==> config.mk <==
export PLATFORM = sky130hd
export DESIGN_NAME = if_stage
export DESIGN_NICKNAME = d
export VERILOG_FILES = /design/src/rtl/if_stage.sv
export SDC_FILE = /design/constraint.sdc
export NUM_CORES = 1
export LEC_CHECK = 0
export ABC_AREA = 1
export CAP_MARGIN = 30
export CORE_MARGIN = 2
export CORE_UTILIZATION = 54
export DETAILED_ROUTE_END_ITERATION = 7
export MAX_ROUTING_LAYER = met4
export PLACE_DENSITY = 0.94
export SYNTH_ARGS = -nofsm -noshare
export SYNTH_HDL_FRONTEND = slang
export SYNTH_SLANG_ARGS = --single-unit
==> constraint.sdc <==
create_clock -name clk -period 3.32 [get_ports clk]
set_input_delay 0.332 -clock clk [delete_from_list [all_inputs] [get_ports clk]]
set_output_delay 0.332 -clock clk [all_outputs]
set_load 0.02 [all_outputs]
==> src/rtl/if_stage.sv <==
// Instruction-fetch stage: PC register, single-request fetch FSM (REQ/HOLD), IF/ID pipeline register.
// Latency: instruction acked in cycle N appears on IF_ID_* after the closing edge of cycle N.
// Backpressure: IF_ID_Write=0 parks an acked instruction in a one-entry buffer and drops the request.
module if_stage #(
    parameter logic [31:0] RESET_PC  = 32'h0000_0000,
    parameter logic [31:0] NOP_INSTR = 32'h0000_0013
) (
    input  logic        clk,
    input  logic        reset,
    input  logic        PCWrite,
    input  logic        IF_ID_Write,
    input  logic        IF_Flush,
    input  logic [31:0] BranchTarget,
    output logic        imem_req,
    output logic [31:0] imem_addr,
    input  logic        imem_ack,
    input  logic [31:0] imem_rdata,
    output logic [31:0] IF_ID_PC,
    output logic [31:0] IF_ID_Instr,
    output logic        IF_ID_Valid,
    output logic        fetch_busy
);

    typedef enum logic {
        S_REQ  = 1'b0,
        S_HOLD = 1'b1
    } state_t;

    state_t      state_q;
    logic [31:0] pc_q;
    logic [31:0] buf_instr_q;
    logic [31:0] buf_pc_q;
    logic [31:0] id_pc_q;
    logic [31:0] id_instr_q;
    logic        id_vld_q;

    always_ff @(posedge clk) begin
        if (reset) begin
            state_q     <= S_REQ;
            pc_q        <= RESET_PC;
            buf_instr_q <= 32'd0;
            buf_pc_q    <= 32'd0;
            id_pc_q     <= 32'd0;
            id_instr_q  <= NOP_INSTR;
            id_vld_q    <= 1'b0;
        end else if (IF_Flush) begin
            // Redirect wins over any stall; same-cycle memory data is dropped.
            state_q     <= S_REQ;
            pc_q        <= BranchTarget;
            buf_instr_q <= 32'd0;
            buf_pc_q    <= 32'd0;
            id_instr_q  <= NOP_INSTR;
            id_vld_q    <= 1'b0;
        end else begin
            case (state_q)
                S_REQ: begin
                    if (imem_ack) begin
                        if (IF_ID_Write) begin
                            id_instr_q <= imem_rdata;
                            id_pc_q    <= pc_q;
                            id_vld_q   <= 1'b1;
                            if (PCWrite) begin
                                pc_q <= pc_q + 32'd4;
                            end
                        end else begin
                            buf_instr_q <= imem_rdata;
                            buf_pc_q    <= pc_q;
                            state_q     <= S_HOLD;
                        end
                    end else if (IF_ID_Write) begin
                        id_instr_q <= NOP_INSTR;
                        id_vld_q   <= 1'b0;
                    end
                end
                S_HOLD: begin
                    // Parked instruction is released only when decode accepts it.
                    if (IF_ID_Write) begin
                        id_instr_q <= buf_instr_q;
                        id_pc_q    <= buf_pc_q;
                        id_vld_q   <= 1'b1;
                        state_q    <= S_REQ;
                        if (PCWrite) begin
                            pc_q <= pc_q + 32'd4;
                        end
                    end
                end
                default: begin
                    state_q <= S_REQ;
                end
            endcase
        end
    end

    assign imem_req    = (state_q == S_REQ);
    assign imem_addr   = pc_q;
    assign fetch_busy  = (state_q == S_REQ) && !imem_ack;
    assign IF_ID_PC    = id_pc_q;
    assign IF_ID_Instr = id_instr_q;
    assign IF_ID_Valid = id_vld_q;

endmodule

==> metrics.txt <==
setup TNS after final layout=0 ns; worst skew pair latency=approximately 0.43 ns; antenna violations before repair=0; type of the worst min-delay path=reg2reg; final design utilization=73.4%; Max-cap violations=0; worst-case headroom to the max-slew limit=between 40% and 50%; Cell Area, Synth=roughly 7100 µm²; detailed router's first-iteration violation count=roughly 1.1k; power density over cell area=about 480 nW/µm²; number of buffer cells added on primary ports=roughly 170; Std-Cell Rows=41; total via count after detailed routing=between 7k and 8k; maximum fanout along the worst path=49; core region area=approximately 13000 µm²; most frequently used cell type in the post-synthesis netlist=sky130_fd_sc_hd__nand2_1; Critical Path RT=roughly 3.0 ns; Post-layout nets=around 1.2k; Max H-tree Level=4; path depth of the worst reg2reg path=8; post-synthesis instance total=975; routed length on met1=about 8900 µm; classification of the worst setup path=reg2out; Filler cells=between 900 and 1k; detailed-routed wire length on met2=slightly below 10000 µm; fraction of final layout cells with drive strength greater than 1=about 5.2%; Chip Height=between 100 and 150 µm; Primary FF master, synth=sky130_fd_sc_hd__dfxtp_1; Synth Register Bits=roughly 160; number of buffers inserted for hold repair after clock tree synthesis=0; Synth area leader=sky130_fd_sc_hd__dfxtp_1; endpoint kind of the worst setup timing path=output pin; Via density=slightly below 6; final setup vio count=0; gp weighted congestion=roughly 0.96; number of enable-type register cells in the synthesized netlist=0; met3 layer wire length in the routed design=around 2000 µm; result of the run=finished, final reports clean; RSZ-0062 raised after global routing=false; worst-case vdd ir drop=slightly above 0.0004 V; estimated wirelength of the detail-placed design=13800 µm; CTS tree=built; top post-synthesis cells by area=sky130_fd_sc_hd__dfxtp_1, sky130_fd_sc_hd__o21ai_0, sky130_fd_sc_hd__nand2_1; top routing layer in use=met4; number of antenna repair diodes=0; die width=119 µm; number of buffers added for setup after CTS=0; Remaining Overflow, GRT=0; number of nets with antenna violations after routing=0; post-synth top area share=a little under half; total global routing track utilization=around 31%; WL/cell=16.4 µm; standby leakage power=approximately 3.4 nW; library cell used as clock root buffer=sky130_fd_sc_hd__clkbuf_16; Yosys cell types=33; Avg Cell Area, Syn=7.31 µm²; final-layout worst hold slack=0.453 ns; count of synthesis-stage warnings from yosys=0; DRC violations left=0; CP startpoint kind=register; Synth-to-Final Area Change=31.5%; Die Footprint=between 10000 and 15000 µm²; count of cells along the worst hold path=2; clock period minus final worst setup slack=roughly 2.6 ns; Clock Path Buffers=2; sequential-to-total area share from yosys stat=45.5%; starting density of the core=between 50% and 60%; final hold viol count=0; period utilisation layout=around 78%; number of clock sinks=between 150 and 200; fraction of synthesis flops using an asynchronous set or reset pin=0%; setup slack after layout=0.738 ns; count of pins over their slew limit=0; via count of the first global-routing pass=around 6.6k; Worst Setup Slack post-DPL=0.752 ns; first-pass iteration count of the detailed router=5; worst slew pin tran=roughly 0.86 ns; global-route wire length before repair=33900 µm; pin count of the biggest net entering global routing=90; clock slew seen by the registers of the worst setup and hold paths=0.06 ns; nets in the synthesized netlist=about 1.0k; detailed-route wire length=~21000 µm; arrival time at the worst endpoint=roughly 2.3 ns; total CTS buffers=17; Storage cell area=3240 µm²; post-CTS sizing=0; list of most frequent post-synthesis cells=sky130_fd_sc_hd__nand2_1, sky130_fd_sc_hd__dfxtp_1, sky130_fd_sc_hd__nor2_1; Fin Clk Skew=0.00489 ns; area of the multi-input gates=about 3400 µm²; number of top-level design ports=around 170; maximum operating frequency=about 390 MHz
[area by class of cell]
type / count / share of cell area, %
multi-input cells: 686 / 35.8
inverters: 58 / 2.32
flip-flops and latches: 162 / 34.6
clock buffers: 24 / 5.14
well taps: 172 / 2.30
repair buffers: 181 / 19.0
clock inverters: 8 / 0.828
[path summary, 6_finish.rpt]
kind                           to  slack [ns]       startpoint
setup / recovery         imem_req        0.74          state_q
hold / removal    buf_instr_q[19]        0.45  buf_instr_q[19]
setup reg to reg     IF_ID_PC[17]        0.99          state_q
hold reg to reg   buf_instr_q[19]        0.45  buf_instr_q[19]
[cell usage in the layout (no fill, tap or decap), types with 2 or more instances in the layout]
cell type	synthesis	final
sky130_fd_sc_hd__a31oi_1	24	24
sky130_fd_sc_hd__nor2_2	4	4
sky130_fd_sc_hd__inv_2	5	5
sky130_fd_sc_hd__o31ai_1	21	21
sky130_fd_sc_hd__o221ai_1	3	3
sky130_fd_sc_hd__a211oi_1	14	14
sky130_fd_sc_hd__nand2_1	166	166
sky130_fd_sc_hd__nor2_4	3	4
sky130_fd_sc_hd__and2_1	2	2
sky130_fd_sc_hd__buf_4	2	13
sky130_fd_sc_hd__nand3_1	73	73
sky130_fd_sc_hd__clkinv_2	0	3
sky130_fd_sc_hd__clkbuf_16	0	17
sky130_fd_sc_hd__dfxtp_1	162	161
sky130_fd_sc_hd__xor2_1	11	11
sky130_fd_sc_hd__nor2_1	133	132
sky130_fd_sc_hd__inv_1	52	52
sky130_fd_sc_hd__nand4_1	4	4
sky130_fd_sc_hd__a22oi_1	14	14
sky130_fd_sc_hd__clkinvlp_4	0	2
sky130_fd_sc_hd__clkbuf_1	38	4
sky130_fd_sc_hd__a21oi_1	75	75
sky130_fd_sc_hd__clkdlybuf4s50_1	0	168
sky130_fd_sc_hd__a32o_1	2	2
sky130_fd_sc_hd__clkbuf_8	0	3
sky130_fd_sc_hd__nor3_1	4	4
sky130_fd_sc_hd__o21ai_0	126	126
[cells by family after synthesis]
kind of cell,count (synthesis),share of synthesized area (%)
flops,162,45.5
fa+ha+maj,1,0.176
compound gates,282,22.4
buf+inv,127,7.48
xor+xnor,12,1.47
simple gates,391,22.9
[layer usage]
metal | vias to the layer above | track usage [%]
met2 | 446 | 44.5
met5 | - | -
met3 | 61 | 5.36
met4 | 0 | 13.9
li1 | 3565 | -
met1 | 3392 | 41.9
[critical path: stages, from the launching register on]
cell                              delay (ns)
sky130_fd_sc_hd__dfxtp_2                0.32
sky130_fd_sc_hd__buf_4                  0.24
sky130_fd_sc_hd__inv_2                  0.09
sky130_fd_sc_hd__buf_4                  0.44
sky130_fd_sc_hd__clkdlybuf4s50_1        0.70
[per-stage QoR]
stage               cell area, µm²  std cells  power, mW
floorplan                     7130        975       2.43
global placement              8810       1259       2.68
detailed placement            8810       1259       2.70
CTS                           9370       1291       4.54
global route                  9370       1291       4.69
finish                        9370       1291       4.54
[power breakdown]
group	switching, mW	leakage [nW]	internal, mW
registers	0.0782	1.32	2.02
logic	0.328	1.79	0.245
clock network	0.781	0.271	1.09
[flip-flops by register name (all words and copies together) (netlist names)]
signal	count
imem_addr	32
IF_ID_Instr	32
IF_ID_Valid	1
IF_ID_PC	32
buf_pc_q	32
state_q	1
buf_instr_q	32
Note: power is estimated with default switching activity, not from simulation.
